<file path="src/rtl/apb_pwm_capture.sv">
// ---------------------------------------------------------------------------
// apb_pwm_capture
//
// APB slave that measures a PWM waveform. The input is synchronised and
// (optionally) glitch filtered. A small FSM then measures the last complete
// high time, the last rise-to-rise period and the number of completed
// periods. A programmable idle timeout detects that the waveform stopped.
//
// Optional feature: define APB_PWM_CAPTURE_GLITCH_FILTER_EN to insert a
// FILTER_LEN-sample glitch filter after the synchroniser.
//
// Ports:
//   clk_i, rst_i        clock, synchronous active-high reset
//   psel_i, penable_i,  APB request (paddr_i[4:2] selects the register)
//   pwrite_i, paddr_i,
//   pwdata_i
//   prdata_o, pready_o, registered APB response, valid for one cycle
//   pslverr_o
//   pwm_i               asynchronous PWM waveform to measure
//   irq_o               level interrupt, irq_en & (valid | overflow | timeout)
//
// Register map: 0x00 CTRL, 0x04 STATUS, 0x08 HIGH_TIME, 0x0C PERIOD,
//               0x10 PULSE_COUNT, 0x14 TIMEOUT; indices 6,7 return an error.
// ---------------------------------------------------------------------------
module apb_pwm_capture #(
    parameter int CNT_W      = 24,
    parameter int FILTER_LEN = 4
) (
    input  logic        clk_i,
    input  logic        rst_i,
    input  logic        psel_i,
    input  logic        penable_i,
    input  logic        pwrite_i,
    input  logic [5:0]  paddr_i,
    input  logic [31:0] pwdata_i,
    output logic [31:0] prdata_o,
    output logic        pready_o,
    output logic        pslverr_o,
    input  logic        pwm_i,
    output logic        irq_o
);

    localparam logic [CNT_W-1:0] CNT_MAX  = '1;
    localparam logic [CNT_W-1:0] CNT_ONE  = CNT_W'(1);
    localparam logic [31:0]      ERR_DATA = 32'hDEADBEEF;

    typedef enum logic [1:0] {ST_IDLE, ST_ARM, ST_HIGH, ST_LOW} state_t;

    // Counters stick at all-ones instead of wrapping.
    function automatic logic [CNT_W-1:0] sat_inc(input logic [CNT_W-1:0] v);
        return (v == CNT_MAX) ? v : v + CNT_ONE;
    endfunction

    if (CNT_W < 2 || CNT_W > 32 || FILTER_LEN < 1) begin : g_bad_cfg
        $error("apb_pwm_capture: CNT_W must be 2..32 and FILTER_LEN >= 1");
    end

    state_t           r_state, w_state_nxt;
    logic             r_sync1, r_sync2, r_lvl_d;
    logic             w_lvl, w_rise, w_fall;
    logic             r_enable, r_irq_en, r_meas_valid, r_ovf, r_tmo, r_irq;
    logic [CNT_W-1:0] r_period_cnt, r_high_cnt, r_high_time, r_period;
    logic [CNT_W-1:0] r_pulse_cnt, r_tmo_lim;
    logic [CNT_W-1:0] w_period_nxt, w_high_nxt;
    logic             w_lat_high, w_lat_per, w_set_valid, w_set_ovf, w_set_tmo, w_tmo_hit;
    logic             r_pready, r_pslverr;
    logic [31:0]      r_prdata, w_rdata;
    logic [2:0]       w_idx;
    logic             w_xfer, w_bad_idx, w_wr, w_wr_ctrl, w_wr_stat, w_wr_tmo, w_clear;
    logic             w_unused;

    assign w_unused = &{1'b0, paddr_i[5], paddr_i[1:0], pwdata_i};

    // Input path: two-flop synchroniser, optional filter, edge-detect flop.
    always_ff @(posedge clk_i) begin
        if (rst_i) begin
            r_sync1 <= 1'b0;
            r_sync2 <= 1'b0;
            r_lvl_d <= 1'b0;
        end else begin
            r_sync1 <= pwm_i;
            r_sync2 <= r_sync1;
            r_lvl_d <= w_lvl;
        end
    end

`ifdef APB_PWM_CAPTURE_GLITCH_FILTER_EN
    localparam int              FILT_W    = $clog2(FILTER_LEN + 1);
    localparam logic [FILT_W-1:0] FILT_LAST = FILT_W'(FILTER_LEN - 1);
    localparam logic [FILT_W-1:0] FILT_ONE  = FILT_W'(1);

    logic              r_filt;
    logic [FILT_W-1:0] r_filt_cnt;

    // The filtered level follows only after FILTER_LEN consecutive samples
    // disagree with it; any agreeing sample restarts the run.
    always_ff @(posedge clk_i) begin
        if (rst_i) begin
            r_filt     <= 1'b0;
            r_filt_cnt <= '0;
        end else if (r_sync2 == r_filt) begin
            r_filt_cnt <= '0;
        end else if (r_filt_cnt == FILT_LAST) begin
            r_filt     <= r_sync2;
            r_filt_cnt <= '0;
        end else begin
            r_filt_cnt <= r_filt_cnt + FILT_ONE;
        end
    end

    assign w_lvl = r_filt;
`else
    assign w_lvl = r_sync2;
`endif

    assign w_rise = w_lvl & ~r_lvl_d;
    assign w_fall = ~w_lvl & r_lvl_d;

    // APB decode. r_pready blocks a held request from re-triggering.
    assign w_idx     = paddr_i[4:2];
    assign w_bad_idx = (w_idx >= 3'd6);
    assign w_xfer    = psel_i & penable_i & ~r_pready;
    assign w_wr      = w_xfer & pwrite_i & ~w_bad_idx;
    assign w_wr_ctrl = w_wr & (w_idx == 3'd0);
    assign w_wr_stat = w_wr & (w_idx == 3'd1);
    assign w_wr_tmo  = w_wr & (w_idx == 3'd5);
    assign w_clear   = w_wr_ctrl & pwdata_i[2];

    always_comb begin
        w_rdata = '0;
        case (w_idx)
            3'd0:    w_rdata = {30'd0, r_irq_en, r_enable};
            3'd1:    w_rdata = {28'd0, w_lvl, r_tmo, r_ovf, r_meas_valid};
            3'd2:    w_rdata = 32'(r_high_time);
            3'd3:    w_rdata = 32'(r_period);
            3'd4:    w_rdata = 32'(r_pulse_cnt);
            3'd5:    w_rdata = 32'(r_tmo_lim);
            default: w_rdata = ERR_DATA;
        endcase
    end

    always_ff @(posedge clk_i) begin
        if (rst_i) r_state <= ST_IDLE;
        else       r_state <= w_state_nxt;
    end

    always_comb begin
        w_state_nxt  = r_state;
        w_period_nxt = r_period_cnt;
        w_high_nxt   = r_high_cnt;
        w_lat_high   = 1'b0;
        w_lat_per    = 1'b0;
        w_set_valid  = 1'b0;
        w_set_ovf    = 1'b0;
        w_set_tmo    = 1'b0;
        w_tmo_hit    = (r_tmo_lim != '0) && (r_period_cnt == r_tmo_lim);
        case (r_state)
            ST_IDLE: if (r_enable) w_state_nxt = ST_ARM;
            ST_ARM: begin
                // Waiting for the first clean rise; a pulse already in progress is skipped.
                if (w_rise) begin
                    w_period_nxt = CNT_ONE;
                    w_high_nxt   = CNT_ONE;
                    w_state_nxt  = ST_HIGH;
                end
            end
            ST_HIGH: begin
                if (w_tmo_hit) begin
                    w_set_tmo   = 1'b1;
                    w_state_nxt = ST_ARM;
                end else begin
                    w_period_nxt = sat_inc(r_period_cnt);
                    if (w_fall) begin
                        w_lat_high  = 1'b1;
                        w_state_nxt = ST_LOW;
                    end else begin
                        w_high_nxt = sat_inc(r_high_cnt);
                    end
                    w_set_ovf = (w_period_nxt == CNT_MAX) || (w_high_nxt == CNT_MAX);
                end
            end
            ST_LOW: begin
                if (w_tmo_hit) begin
                    w_set_tmo   = 1'b1;
                    w_state_nxt = ST_ARM;
                end else if (w_rise) begin
                    w_lat_per    = 1'b1;
                    w_set_valid  = 1'b1;
                    w_period_nxt = CNT_ONE;
                    w_high_nxt   = CNT_ONE;
                    w_state_nxt  = ST_HIGH;
                    w_set_ovf    = (sat_inc(r_pulse_cnt) == CNT_MAX);
                end else begin
                    w_period_nxt = sat_inc(r_period_cnt);
                    w_set_ovf    = (w_period_nxt == CNT_MAX);
                end
            end
            default: w_state_nxt = ST_IDLE;
        endcase
        // Disabling parks the FSM but keeps every measured value.
        if (!r_enable && (r_state != ST_IDLE)) begin
            w_state_nxt  = ST_IDLE;
            w_period_nxt = r_period_cnt;
            w_high_nxt   = r_high_cnt;
            w_lat_high   = 1'b0;
            w_lat_per    = 1'b0;
            w_set_valid  = 1'b0;
            w_set_ovf    = 1'b0;
            w_set_tmo    = 1'b0;
        end
        // A clear command overrides any edge seen in the same cycle.
        if (w_clear) begin
            w_state_nxt  = pwdata_i[0] ? ST_ARM : ST_IDLE;
            w_period_nxt = '0;
            w_high_nxt   = '0;
            w_lat_high   = 1'b0;
            w_lat_per    = 1'b0;
            w_set_valid  = 1'b0;
            w_set_ovf    = 1'b0;
            w_set_tmo    = 1'b0;
        end
    end

    always_ff @(posedge clk_i) begin
        if (rst_i) begin
            r_period_cnt <= '0;
            r_high_cnt   <= '0;
            r_high_time  <= '0;
            r_period     <= '0;
            r_pulse_cnt  <= '0;
            r_tmo_lim    <= '0;
            r_enable     <= 1'b0;
            r_irq_en     <= 1'b0;
            r_meas_valid <= 1'b0;
            r_ovf        <= 1'b0;
            r_tmo        <= 1'b0;
            r_irq        <= 1'b0;
            r_pready     <= 1'b0;
            r_pslverr    <= 1'b0;
            r_prdata     <= '0;
        end else begin
            r_period_cnt <= w_period_nxt;
            r_high_cnt   <= w_high_nxt;
            if (w_lat_high) r_high_time <= r_high_cnt;
            if (w_lat_per)  r_period    <= r_period_cnt;
            if (w_clear)        r_pulse_cnt <= '0;
            else if (w_lat_per) r_pulse_cnt <= sat_inc(r_pulse_cnt);
            if (w_wr_ctrl) begin
                r_enable <= pwdata_i[0];
                r_irq_en <= pwdata_i[1];
            end
            if (w_wr_tmo) r_tmo_lim <= pwdata_i[CNT_W-1:0];
            // Flag priority: clear command, then hardware set, then W1C.
            if (w_clear)                      r_meas_valid <= 1'b0;
            else if (w_set_valid)             r_meas_valid <= 1'b1;
            else if (w_wr_stat && pwdata_i[0]) r_meas_valid <= 1'b0;
            if (w_clear)                      r_ovf <= 1'b0;
            else if (w_set_ovf)               r_ovf <= 1'b1;
            else if (w_wr_stat && pwdata_i[1]) r_ovf <= 1'b0;
            if (w_clear)                      r_tmo <= 1'b0;
            else if (w_set_tmo)               r_tmo <= 1'b1;
            else if (w_wr_stat && pwdata_i[2]) r_tmo <= 1'b0;
            r_irq     <= r_irq_en & (r_meas_valid | r_ovf | r_tmo);
            r_pready  <= w_xfer;
            r_pslverr <= w_xfer & w_bad_idx;
            r_prdata  <= (w_xfer && (!pwrite_i || w_bad_idx)) ? w_rdata : '0;
        end
    end

    assign prdata_o  = r_prdata;
    assign pready_o  = r_pready;
    assign pslverr_o = r_pslverr;
    assign irq_o     = r_irq;

endmodule

</file>
<file path="config.mk">
export PLATFORM = sky130hd
export DESIGN_NAME = apb_pwm_capture
export DESIGN_NICKNAME = d
export VERILOG_FILES = /design/src/rtl/apb_pwm_capture.sv
export SDC_FILE = /design/constraint.sdc
export NUM_CORES = 1
export LEC_CHECK = 0
export ABC_AREA = 1
export ABC_CLOCK_PERIOD_IN_PS = 4300
export BUFFER_PORTS_ARGS = -buffer_cell sky130_fd_sc_hd__buf_2
export CORE_ASPECT_RATIO = 0.9
export CORE_MARGIN = 10
export CORE_UTILIZATION = 35
export CTS_CLUSTER_DIAMETER = 120
export CTS_CLUSTER_SIZE = 14
export DETAILED_ROUTE_END_ITERATION = 10
export PLACE_DENSITY = 0.57
export SKIP_CTS_REPAIR_TIMING = 1
export SYNTH_ARGS = -nofsm -noshare
export SYNTH_HDL_FRONTEND = slang
export SYNTH_SLANG_ARGS = --single-unit
</file>
<file path="constraint.sdc">
create_clock -name clk_i -period 4.3 [get_ports clk_i]
set_clock_uncertainty 0.2 [all_clocks]
set_input_delay 0.86 -clock clk_i [delete_from_list [all_inputs] [get_ports clk_i]]
set_output_delay 0.86 -clock clk_i [all_outputs]
set_load 0.01 [all_outputs]
</file>
==> results.json <==
{
  "status": "finished, final reports clean",
  "synth-seq-area-share": 0.362,
  "ff_latch_area_mm2": 0.00364,
  "drc": 0,
  "tns_ns": 0,
  "antennaDiodeCount": 0,
  "final_area_mm2": 0.0112,
  "grt_antenna_before_repair": 0,
  "crit_path_end_kind": "register",
  "viasPerCell": 5.29,
  "fin_nets": 1615,
  "pre_cts_ws_ns": 0.664,
  "yosysWarnings": 0,
  "critPathArrivalTime_ns": 3.81,
  "synth.avg_cell_area_um2": 6.51,
  "tritoncts": "yes",
  "nFillCells": 3056,
  "ant_nets": 0,
  "cp.required_ns": 4.48,
  "die_w_um": 199,
  "power_leakage_nw": 4.17,
  "setup_viol": 0,
  "clk_pin_slew_worst_paths_ns": 0.07,
  "grt_pass1_wl_um": 53900,
  "max-slew-margin-rel": 0.315,
  "ys_async_sr_fraction": 0,
  "slew_violations": 0,
  "rsz0062_at_grt": "no",
  "ys_ff_latch": 182,
  "cp_num_buf_inv": 0,
  "combPwrFrac": 0.040,
  "p_switching_w": 0.000878,
  "synth_edf_count": 0,
  "slowest_delay_ns": 0.50,
  "tightestPinTransition_ns": 1.02,
  "clock_path_buffers": 2,
  "crit_slowest_cell": "dfxtp_1",
  "setup_slack_ns": 0.672,
  "cts.sinks": 182,
  "place_area_mm2": 0.0106,
  "dp_hpwl_um": 26000,
  "cp_cell_sequence": "ha_1 > nand2_1 > nor2_2 > nand2_2 > nor2_2 > nand2_2 > o21ai_0 > nand2_1 > nor2_1 > nand3_1 > nor2_1 > nand2_1 > nand2_1 > nand3_1 > nand2_1 > nand2_1 > a21oi_2",
  "sequentialPowerShare": 0.491,
  "cts_buffers": 17,
  "grt_start_max_net_pins": 52,
  "powerDensity_mw_per_mm2": 309,
  "die_y_um": 181,
  "routed_wl_um": 34500,
  "p_clk_frac": 0.469,
  "cpMostUsedCell": "nand2_1",
  "max-vdd-ir-drop_uv": 283,
  "switching_share": 0.254,
  "crit_type": "register to register",
  "gp_congestion": 0.932,
  "die_area_mm2": 0.0360,
  "clock_latency_ns": 0.45,
  "power.internal_w": 0.00257,
  "cap_violations": 0,
  "start_util": 0.358,
  "syn-cell-area_mm2": 0.0101,
  "gr-total-overflow": 0,
  "min-delay-path-class": "register to register",
  "wire_per_inst_um": 17.8,
  "cts-root-buf": "clkbuf_16",
  "syn_inst": 1548,
  "fmax_ghz": 0.276,
  "drive_gt1_frac": 0.0961,
  "port_buffers": 65,
  "timing_hold_violations_final": 0,
  "htree_levels": 4,
  "ys.flop_type": "dfxtp_1",
  "dr_total_vias": 10300,
  "multi_input_area_mm2": 0.00550,
  "core_mm2": 0.0282,
  "startpoint_type": "register",
  "dr.pass1.iters": 5,
  "grt_pass1_vias": 9448,
  "fp-row-count": 58,
  "finalCriticalPeriod_ns": 3.63,
  "area_growth_pct": 10.8,
  "gr-usage-all-layers": 0.191,
  "finalCritPeriodShare": 0.844,
  "ys_types": 51,
  "drt_iter0_drc": 870,
  "crit_family": "simple AND/OR/NAND/NOR gates",
  "ios": 79,
  "path_max_fanout": 27
}
==> path summary, 6_finish.rpt <==
kind / start / endpoint / slack (ns) / cells after the start
worst min-delay path: r_sync1$_SDFF_PP0_ / r_sync2$_SDFF_PP0_ / 0.20 / 2
worst min register to register: r_sync1$_SDFF_PP0_ / r_sync2$_SDFF_PP0_ / 0.20 / 2
worst max register to register: r_pulse_cnt[0]$_SDFFE_PP0P_ / r_ovf$_SDFFE_PP0P_ / 0.67 / 17
worst max-delay path: r_pulse_cnt[0]$_SDFFE_PP0P_ / r_ovf$_SDFFE_PP0P_ / 0.67 / 17
==> cells by family (layout without fill, tap and decap cells) <==
family                     after synthesis  after routing  share of synthesized area
DFF                                    182            182                      0.362
buffers and inverters                  222            254                     0.0949
xor gates and xnor gates                52             52                     0.0452
AOI/OAI and AO/OA                      310            310                      0.171
other                                    1              2                   0.000372
and+or+nand+nor                        778            778                      0.323
adders and majority gates                3              3                    0.00373
==> synth_stat cells (2+ instances only) <==
library cell / number / area [µm²]
a211oi_1: 2 / 15.0
a21oi_1: 138 / 691
a21oi_2: 2 / 17.5
a221oi_1: 19 / 166
a22oi_1: 3 / 22.5
a31oi_1: 15 / 93.8
a41oi_1: 3 / 26.3
and2_1: 2 / 12.5
buf_1: 5 / 18.8
buf_2: 18 / 90.1
buf_4: 9 / 67.6
buf_6: 8 / 90.1
clkbuf_1: 38 / 143
clkbuf_2: 3 / 15.0
dfxtp_1: 182 / 3640
ha_1: 3 / 37.5
inv_1: 134 / 503
inv_2: 5 / 18.8
nand2_1: 402 / 1510
nand2_2: 8 / 50.1
nand2_4: 2 / 22.5
nand3_1: 83 / 415
nand3_2: 2 / 20.0
nand3b_1: 5 / 37.5
nand4_1: 26 / 163
nor2_1: 206 / 773
nor2_2: 7 / 43.8
nor3_1: 21 / 105
nor4_1: 4 / 25.0
o21ai_0: 111 / 556
o21ai_4: 2 / 32.5
o22ai_1: 8 / 50.1
or2_2: 4 / 25.0
xnor2_1: 22 / 193
xor2_1: 30 / 263
==> tightest hold or removal path, stage by stage, from the launching register on <==
cell	delay [ns]
dfxtp_1	0.30
inv_1	0.04
nor2_1	0.03
==> metal layers <==
layer | global-route usage | wire length, µm | up-vias
met5 | 0 | 0 | -
met4 | 0.0775 | 944 | 0
met3 | 0.0323 | 2230 | 48
met2 | 0.276 | 14600 | 350
met1 | 0.271 | 16700 | 4777
li1 | - | - | 5092
==> flip-flops by register name (all words and copies together) (netlist names), 2 cells and up <==
name	flops
r_period	24
r_period_cnt	24
r_high_time	24
r_pulse_cnt	24
prdata_o	25
r_state	2
r_tmo_lim	24
r_high_cnt	24
==> power by group through the flow <==
stage          sequential (W)  combinational, W  clock (W)
2_1_floorplan         0.00173         0.0000770          0
3_3_place_gp          0.00174          0.000134          0
3_5_place_dp          0.00174          0.000135          0
4_1_cts               0.00170          0.000135    0.00165
5_1_grt               0.00170          0.000149    0.00172
6_report              0.00170          0.000137    0.00162
==> stage by stage <==
step | total power (W) | hold WS [ns] | utilization | instances
global placement | 0.00187 | 0.195 | 0.375 | 1909
CTS | 0.00348 | 0.207 | 0.397 | 1941
finish | 0.00345 | 0.204 | 0.397 | 1941
detailed placement | 0.00187 | 0.196 | 0.375 | 1909
floorplan | 0.00181 | 0.188 | - | 1549
global route | 0.00357 | 0.254 | 0.397 | 1941
==> cell type report <==
class / count / area share
clock buffer: 18 / 0.0393
clock inverter: 14 / 0.0143
inverter: 141 / 0.0476
multi-input combinational: 1145 / 0.492
sequential: 182 / 0.326
tap: 360 / 0.0403
timing repair buffer: 81 / 0.0399
==> cell usage in the layout (no fill, tap or decap), types with 17 or more instances in the layout <==
| cell | n |
|---|---|
| dfxtp_1 | 182 |
| nand3_1 | 83 |
| nor2_1 | 206 |
| clkbuf_16 | 17 |
| a221oi_1 | 19 |
| buf_2 | 65 |
| inv_1 | 134 |
| o21ai_0 | 111 |
| xor2_1 | 30 |
| nand4_1 | 26 |
| nand2_1 | 402 |
| a21oi_1 | 138 |
| nor3_1 | 18 |
| xnor2_1 | 22 |
(Power assumes the default switching activity.)
